==> src/rtl/button_debounce_pkg.sv <==
// Shared helpers for the button debouncer: default timing and counter sizing.
package button_debounce_pkg;

  // 20 ms at a 50 MHz system clock.
  localparam int DEFAULT_DELAY_COUNTS = 1_000_000;

  // Counter width must hold DELAY_COUNTS-1 and is never narrower than one bit.
  function automatic int cnt_width(input int counts);
    int w;
    w = $clog2(counts);
    return (w < 1) ? 1 : w;
  endfunction

endpackage

==> src/rtl/button_debounce_sync_2ff.sv <==
// Two-flop synchroniser for asynchronous board inputs, cleared to 0 on reset.
module sync_2ff #(
  parameter int WIDTH = 1
) (
  input  logic             clk,
  input  logic             rst_n,
  input  logic [WIDTH-1:0] d,
  output logic [WIDTH-1:0] q
);

  logic [WIDTH-1:0] sync1_reg;
  logic [WIDTH-1:0] sync2_reg;

  for (genvar gi = 0; gi < WIDTH; gi++) begin : g_bit
    // Each bit gets its own independent two-stage metastability filter.
    always_ff @(posedge clk or negedge rst_n) begin
      if (!rst_n) begin
        sync1_reg[gi] <= 1'b0;
        sync2_reg[gi] <= 1'b0;
      end else begin
        sync1_reg[gi] <= d[gi];
        sync2_reg[gi] <= sync1_reg[gi];
      end
    end
  end

  assign q = sync2_reg;

endmodule

==> src/rtl/button_debounce.sv <==
// Push-button debouncer: synchronises the raw level, requires DELAY_COUNTS
// consecutive disagreeing cycles before the clean level flips, and emits
// one-cycle press/release strobes on the same edge the clean level changes.
module button_debounce
  import button_debounce_pkg::*;
#(
  parameter int DELAY_COUNTS = DEFAULT_DELAY_COUNTS
) (
  input  logic clk,
  input  logic rst_n,
  input  logic button,
  output logic button_pressed,
  output logic press_pulse,
  output logic release_pulse
);

  localparam int              CNT_W   = cnt_width(DELAY_COUNTS);
  localparam logic [CNT_W-1:0] CNT_MAX = CNT_W'(DELAY_COUNTS - 1);

  logic             sync2;
  logic [CNT_W-1:0] cnt_reg;
  logic             pressed_reg;
  logic             press_pulse_reg;
  logic             release_pulse_reg;
  logic             disagree;
  logic             at_limit;

  sync_2ff #(
    .WIDTH (1)
  ) u_sync (
    .clk   (clk),
    .rst_n (rst_n),
    .d     (button),
    .q     (sync2)
  );

  assign disagree = (sync2 != pressed_reg);
  assign at_limit = (cnt_reg == CNT_MAX);

  // Count consecutive disagreeing cycles; any agreeing cycle discards the run.
  // The clean level and its strobe update together when the run completes.
  always_ff @(posedge clk or negedge rst_n) begin
    if (!rst_n) begin
      cnt_reg           <= '0;
      pressed_reg       <= 1'b0;
      press_pulse_reg   <= 1'b0;
      release_pulse_reg <= 1'b0;
    end else begin
      press_pulse_reg   <= 1'b0;
      release_pulse_reg <= 1'b0;
      if (!disagree) begin
        cnt_reg <= '0;
      end else if (at_limit) begin
        cnt_reg           <= '0;
        pressed_reg       <= sync2;
        press_pulse_reg   <= sync2;
        release_pulse_reg <= ~sync2;
      end else begin
        cnt_reg <= cnt_reg + CNT_W'(1);
      end
    end
  end

  assign button_pressed = pressed_reg;
  assign press_pulse    = press_pulse_reg;
  assign release_pulse  = release_pulse_reg;

endmodule

==> config.mk <==
export PLATFORM = sky130hd
export DESIGN_NAME = button_debounce
export DESIGN_NICKNAME = d
export VERILOG_FILES = /design/src/rtl/button_debounce_pkg.sv /design/src/rtl/button_debounce_sync_2ff.sv /design/src/rtl/button_debounce.sv
export SDC_FILE = /design/constraint.sdc
export NUM_CORES = 1
export LEC_CHECK = 0
export CORE_MARGIN = 4
export CORE_UTILIZATION = 60
export DETAILED_ROUTE_END_ITERATION = 7
export DONT_BUFFER_PORTS = 1
export HOLD_SLACK_MARGIN = 0.12
export PLACE_DENSITY = 0.87
export SETUP_SLACK_MARGIN = 0.05
export SYNTH_ARGS = -nofsm -noshare
export SYNTH_HDL_FRONTEND = slang
export SYNTH_HIERARCHICAL = 1
export SYNTH_SLANG_ARGS = --single-unit
==> constraint.sdc <==
create_clock -name clk -period 5.55 [get_ports clk]
set_input_delay 1.11 -clock clk [delete_from_list [all_inputs] [get_ports clk]]
set_output_delay 1.11 -clock clk [all_outputs]
set_load 0.005 [all_outputs]
Word-level counts from Yosys, hierarchy flattened
Index checks and enable logic that the tools add are counted.
{ "word_totals": {"regBits": 25} }
{ "classes": {"n_addsub": 1, "eq_ne": 2, "muxes": 6, "n_bitwise": 1, "reduce_logical": 1} }
{ "op_table": {"columns": ["cell", "n"], "rows": [
  ["$mux 20", 2],
  ["$add 20x1->20 const B", 1],
  ["$eq 20x20->1 const B", 1],
  ["$mux 1", 4],
  ["$reduce_and 2->1", 1],
  ["$ne 1x1->1", 1],
  ["$not 1->1", 1]
]} }

Depth between registers and ports, before layout
Gate-level depths: netlist of run 1.
{ "logic_depth": {"word_depth": 3, "depth_mapped": 6, "mapped_depth_nobuf": 5} }

Modules after synthesis
The synthesis of run 1 kept the hierarchy.
{ "by_module_without_submodules": {"columns": ["mod", "instances", "cells_per_inst", "area_per_inst_um2", "seq_area_each_um2"], "rows": [
  ["button_debounce", 1, 114, 1123.6, 575.6],
  ["sync_2ff", 1, 2, 50.0, 50.0]
]} }

Worst setup path before layout of run 1
Ideal clock, no wire load.
{ "synth_timing": {"path_type": "register to register", "startpoint": "reg cnt_reg[0]", "endpoint": "reg cnt_reg[18]", "setup_ns": 0.073, "arrival_time_ns": 1.907, "slack_ns": 3.570, "stages_incl_launch_ff": 7, "n_path_buf": 1, "path_cell_list": "dfrtp_1 > ha_1 > nand2_1 > or4_1 > buf_2 > or4_4 > a21oi_2"} }
{ "synth_between": {"elab_chain_cells": 3} }
{ "synth_lines": {"columns": ["element", "line", "rtl"], "rows": [
  ["start: declaration", "button_debounce.sv:21", "logic [CNT_W-1:0] cnt_reg;"],
  ["start signal: assignment", "button_debounce.sv:59", "cnt_reg <= cnt_reg + CNT_W'(1);"],
  ["$add 20x1->20 / $eq 20x20->1 (equally long branches)", "button_debounce.sv:59, button_debounce.sv:38", null],
  ["$mux 20 *", "button_debounce.sv:53", "end else if (at_limit) begin"],
  ["$mux 20 *", "button_debounce.sv:51", "if (!disagree) begin"]
]} }
Mark *: on every way between the ends. The rest lies on a longest branch, timed or not.
A chain may end at the register's enable or synchronous reset.

Worst setup path in the final report of run 1
Same ends and word-level chain as after synthesis.

==> results.tsv, run 1 <==
stage	metric	value	unit
drt	vias	854	
sta	fin_skew	0.00347	ns
setup_path	worst_r2r_startpoint	cnt_reg[0]	
sta	rsz0062_at_grt	false	
global_route	groute.usage.overall	18.4	%
layout	n_antenna_cell	0	
clocking	htree_levels	1	
logic_synthesis	ys_seq_area_share	53.3	%
status	status	complete, no violations	
clocking	cts.sinks	25	
pwr	power.leakage	0.479	nW
logic_synthesis	synth_commonest_cells	25 x dfrtp_1, 13 x nor2_1, 8 x nand3_1	
drt	drc	0	
logic_synthesis	yosysWarningCount	6	
placement	port_buffers	0	
clocking	cts-hold-fix-buffers	0	
placement	gp_congestion	0.808	
sta	hold_viol	0	
setup_path	critical-path-top-delay-family	simple AND/OR/NAND/NOR gates	
setup_path	cp_num_buf_inv	0	
global_route	grt_pass1_wl	3.62	mm
floorplan	die_h	52.2	µm
floorplan	coreArea	1780	µm²
clocking	clock_path_buffers	2	
sta	maxSlewViolCount	0	
layout	num-fill-cells	145	
clocking	post_cts_resized	0	
setup_path	critical-path-max-stage-delay	0.63	ns
logic_synthesis	synthFlopType	dfrtp_1	
floorplan	ioPinCount	6	
placement	hpwl	1.46	mm
drt	routed_via_density	6.10	
sta	min_period	2.12	ns
global_route	antenna_found_initial	0	
drt	dr.first_iter.drc_count	21	
logic_synthesis	yosysMostFrequentCell	dfrtp_1	
sta	max_slew_margin	72.3	%
logic_synthesis	yosysTopAreaCell	dfrtp_1	
logic_synthesis	synth_cell_types	29	
drt	wl	2.04	mm
job	drv_cap	0	
logic_synthesis	avgSynthCellArea	10.1	µm²
layout	multi_input_area	502	µm²
drt	antenna_left	0	
logic_synthesis	async_reset_ff_share	100	%
hold_path	hp-start	u_sync/sync1_reg	
setup_path	crit_arrival	2.37	ns
clocking	tritoncts	done	
global_route	grt-ovfl-total	0	
setup_path	startpoint	cnt_reg[0]	
floorplan	dieWidth	52.2	µm
sta	setup_viol	0	
global_route	grt_max_degree	26	
setup_path	crit_required	5.81	ns
setup_path	end_kind	flip-flop	
layout	nets	120	
logic_synthesis	syn_inst	116	
clocking	numCtsBuffers	3	
setup_path	crit_slowest_cell	or4_1	
hold_path	min_path_type	reg -> reg	
pwr	cellPowerDensity	227	nW/µm²
logic_synthesis	syn_area	1170	µm²
sta	fin_crit_sh	38.2	%
clocking	clk_pin_slew	0.13	ns
logic_synthesis	yosysTopAreaCellShare	53.3	%
logic_synthesis	synth_edf_count	0	
setup_path	critPathLaunchType	flip-flop	
layout	regArea	626	µm²
placement	dpl_cell_area	1180	µm²
clocking	clock_tree.root_cell	clkbuf_4	
pwr	vdd_drop_max	0.181	mV
drt	first_pass_iters	4	
layout	final_area	1210	µm²
logic_synthesis	ys_ff_latch	25	
sta	fmax	472	MHz
clocking	postCtsSetupBuffers	0	
floorplan	initial_utilization	65.8	%
global_route	grt_pass1_vias	844	
setup_path	crit_fanout	8	
floorplan	die_area	2730	µm²
layout	largest_reg_flops	20	
floorplan	row_count	15	
logic_synthesis	syn_nets	120	
logic_synthesis	synthTopCellsByArea	dfrtp_1 53%, xnor2_1 4.5%, nor2_1 4.2%	
setup_path	worstSetupPathType	reg -> reg	
sta	final.setup.tns	0	ns
layout	drive_above_1_share	13.0	%
drt	routedWlPerCell	14.6	µm
clocking	clock_latency	0.32	ns
sta	worst_pin_slew	0.415	ns
layout	synthToLayoutAreaGrowth	3.20	%
setup_path	path_cells	ha_1 -> nand2_1 -> or4_1 -> or4_4 -> a21oi_2	
through the flow:
step	cells	hold WS (ns)	total power [mW]	setup WS, ns	utilization (%)
floorplan	116	0.331	0.196	3.57	-
global placement	136	0.335	0.197	3.53	66.2
detailed placement	136	0.344	0.197	3.46	66.2
CTS	140	0.374	0.279	3.43	67.9
global route	140	0.394	0.287	3.28	67.9
finish	140	0.370	0.275	3.43	67.9
worst paths after layout:
kind,end,slack [ns],depth (start not counted)
max in group asynchronous,cnt_reg[13],5.02,0
max reg2reg,cnt_reg[18],3.43,5
min in group asynchronous,cnt_reg[1],0.46,0
min reg2reg,u_sync/q,0.37,0
max,cnt_reg[18],3.43,5
min,u_sync/q,0.37,0
cells in the final DEF (no fill, tap or decap), types with 3 or more instances in the layout:
| cell type | synthesis | routed |
|---|---|---|
| nand3_1 | 8 | 8 |
| or3_2 | 3 | 3 |
| or4_1 | 6 | 6 |
| xnor2_1 | 6 | 6 |
| clkbuf_4 | 0 | 3 |
| nand2_1 | 5 | 5 |
| dfrtp_1 | 25 | 25 |
| xor2_1 | 5 | 5 |
| inv_1 | 6 | 6 |
| o31ai_1 | 3 | 3 |
| a21oi_1 | 7 | 7 |
| nor2_1 | 13 | 13 |
| o21ai_0 | 5 | 5 |
layer usage:
layer / global-route usage [%] / vias up / routed length (µm)
li1: - / 402 / -
met1: 21.6 / 423 / 873
met2: 31.4 / 22 / 1020
met3: 2.56 / 7 / 80
met4: 11.9 / 0 / 64
met5: 0 / - / 0
cells by family (layout without fill, tap and decap cells):
group                    Yosys count  count (layout)  share of synthesized area (%)
flip-flops                        25              25                           53.3
AND/OR/NAND/NOR                   50              50                           24.0
XOR/XNOR                          11              11                           8.21
adder cells (fa/ha/maj)            1               1                           1.07
multiplexers                       1               1                          0.959
AO/OA/AOI/OAI                     17              17                           8.53
buffers and inverters             11              10                           3.94
area by class of cell:
type                       instances  area share [%]
sequential                        25            51.7
multi-input combinational         80            41.4
tap                               25            2.58
clock buffer                       3            1.86
inverter                           6            1.86
clock inverter                     1           0.620
report_power, final:
part | leakage, nW | internal, mW | switching [mW]
Sequential | 0.342 | 0.185 | 0.00267
Combinational | 0.122 | 0.00240 | 0.00398
Clock | 0.0139 | 0.0275 | 0.0536
Total | 0.479 | 0.215 | 0.0603
Power figures use the tool's default switching activity.
==> inputs of run 2 (changes only) <==
Settings changed: CORE_UTILIZATION 60 to 54, PLACE_DENSITY 0.87 to 0.83.
Clock period 5.55 ns to 1.8 ns, I/O delays scaled along.
==> run 2 against run 1 <==
Net effect: via count grew 11%; critical path depth is the same; clock-buffer cell count grew 1; the flow now finishes with violations (negative setup slack); first-iteration DRC count grew 110%; sequential cell count is the same; critical endpoint is now cnt_reg[13]; worst hold slack gained 0.0072 ns; wire length grew 23%; maximum frequency grew 14%; global-route usage grew 1.6 points; clock skew shrank 0.00078 ns; utilization grew 6.4 points; final cell count grew 17%.
==> results.tsv, run 2 (synthesis gave the netlist of run 1 again) <==
stage	metric	value	unit	change
status	status	finished, violations left		
status	violations	negative setup slack		
pwr	power.internal	688	µW	+220%
setup_path	critPathLaunchType	flip-flop		
sta	hold_viol	0		unchanged
setup_path	crit_slowest_cell	or4_4		
layout	final_util	74.3	%	+6.4 points
pwr	seq_power_share	64.3	%	-3.9 points
sta	maxSlewViolCount	0		unchanged
clocking	htree_levels	1		unchanged
drt	drc	0		unchanged
job	drv_cap	0		unchanged
pwr	cellPowerDensity	597	nW/µm²	+160%
floorplan	die_area	2980	µm²	+9.4%
clocking	cts.sinks	25		unchanged
pwr	power.leakage	0.596	nW	+25%
hold_path	min_path_type	reg -> reg		
sta	max_slew_margin	77.8	%	+5.5 points
clocking	numCtsBuffers	3		unchanged
clocking	tritoncts	done		
clocking	clock_path_buffers	2		unchanged
floorplan	row_count	16		+1
clocking	clk_pin_slew	0.13	ns	about the same
layout	fin_cells	164		+17%
placement	hpwl	1.71	mm	+17%
setup_path	crit_arrival	2.08	ns	-0.29 ns
sta	fin_crit_sh	103	%	+65 points
sta	setup_viol	21		+21
global_route	grt_pass1_wl	4.11	mm	+14%
clocking	postCtsSetupBuffers	0		unchanged
layout	nets	142		+18%
layout	final_cell_mix	25 x dfrtp_1, 16 x buf_4, 9 x nor2_1		
floorplan	initial_utilization	58.0	%	-7.8 points
sta	min_period	1.86	ns	-0.261 ns
sta	fin_ws	-0.0562	ns	-3.49 ns
layout	mostFrequentLayoutCell	dfrtp_1		
clocking	clock_tree.root_cell	clkbuf_4		
drt	routedWlPerCell	15.3	µm	+4.8%
layout	n_antenna_cell	0		unchanged
clocking	clock_latency	0.32	ns	about the same
placement	gp_congestion	0.843		+4.3%
drt	antenna_left	0		unchanged
global_route	grt-ovfl-total	0		unchanged
sta	fmax	539	MHz	+14%
setup_path	end_kind	flip-flop		
pwr	combPwrFrac	7.5	%	+5.2 points
global_route	grt_pass1_vias	937		+11%
drt	first_pass_iters	4		unchanged
layout	num-fill-cells	122		-16%
floorplan	coreArea	2020	µm²	+13%
drt	wl	2.50	mm	+23%
drt	vias	950		+11%
pwr	clkPwrFrac	28.2	%	-1.3 points
setup_path	crit_required	2.02	ns	-3.79 ns
placement	port_buffers	0		unchanged
floorplan	ioPinCount	6		unchanged
layout	synthToLayoutAreaGrowth	28.0	%	
sta	fin_skew	0.00269	ns	-0.000780 ns
setup_path	crit_fanout	7		-1
drt	dr.first_iter.drc_count	45		+110%
drt	routed_via_density	5.79		-5.0%
floorplan	die_h	54.6	µm	+4.6%
global_route	grt_max_degree	26		unchanged
sta	worst_pin_slew	0.330	ns	-0.0856 ns
pwr	power_switching	209	µW	+250%
setup_path	critical-path-max-stage-delay	0.55	ns	-0.08 ns
layout	largest_reg_flops	20		unchanged
setup_path	path_cells	or4_4 -> nor4_4 -> a31o_2 -> buf_6 -> a21oi_1		
global_route	antenna_found_initial	0		unchanged
sta	rsz0062_at_grt	true		
pwr	vdd_drop_max	0.510	mV	+180%
pwr	swShare	23.3	%	+1.4 points
global_route	groute.usage.overall	20.0	%	+1.6 points
floorplan	dieWidth	54.6	µm	+4.6%
setup_path	worstSetupPathType	reg -> reg		
layout	drive_above_1_share	38.7	%	+26 points
placement	dp.cells	157		+15%
## run 2: worst paths after layout
path	startpoint	endpoint	slack, ns	cells after the start
max	cnt_reg[12]	cnt_reg[13]	-0.06	5
min	u_sync/sync1_reg	u_sync/q	0.38	0
max reg2reg	cnt_reg[12]	cnt_reg[13]	-0.06	5
min reg2reg	u_sync/sync1_reg	u_sync/q	0.38	0
max in group asynchronous	rst_n	button_pressed	1.21	2
min in group asynchronous	rst_n	cnt_reg[4]	0.45	2
## run 2: metrics by stage
stage	worst slack, ns	cell area, µm²	total power [mW]	TNS, ns	hold slack [ns]
after global routing	-0.125	1500	0.938	-2.24	0.398
after CTS	-0.0465	1450	0.895	-0.532	0.376
after floorplan	-0.0319	1210	0.608	-0.0388	0.0644
final	-0.0562	1500	0.897	-0.931	0.377
after global placement	-0.0300	1350	0.624	-0.0300	0.0652
after detailed placement	-0.0703	1350	0.628	-0.243	0.0652
## run 2: routing by layer
metal	track usage [%]	wire [µm]	vias to the layer above
met4	12.0	68	0
li1	-	-	449
met1	24.2	1070	467
met3	3.81	87	7
met2	32.7	1280	27
met5	0	0	-
## run 2: power by group through the flow
stage | registers (mW) | logic (mW) | clock network (mW)
5_1_grt | 0.579 | 0.0741 | 0.285
3_3_place_gp | 0.587 | 0.0372 | 0
4_1_cts | 0.577 | 0.0615 | 0.256
3_5_place_dp | 0.588 | 0.0402 | 0
6_report | 0.577 | 0.0670 | 0.253
2_1_floorplan | 0.589 | 0.0197 | 0
## run 2: cell type report
type / count / area (µm²) / share of cell area [%]
clock buffer: 4 / 26.3 / 1.75
inverter: 6 / 22.5 / 1.50
multi-input combinational: 80 / 601 / 40.0
sequential: 25 / 626 / 41.6
tap: 27 / 33.8 / 2.25
timing repair buffer: 22 / 194 / 12.9
## run 2: repair_timing
| item | 4_1_cts | 5_1_grt |
|---|---|---|
| pin swaps | 1 | 6 |
| endpoints found under the setup margin | 23 | 23 |
| endpoints found under the hold margin | 26 | 0 |
| gates resized for setup | 9 | 13 |
| hold buffers | 3 | 0 |
## run 2: critical path: cells and delay by family (launching register included)
family | cells | cell delay (ns)
flip-flops | 1 | 0.41
AND/OR/NAND/NOR | 2 | 0.87
AO/OA/AOI/OAI | 2 | 0.31
buffers and inverters | 1 | 0.16
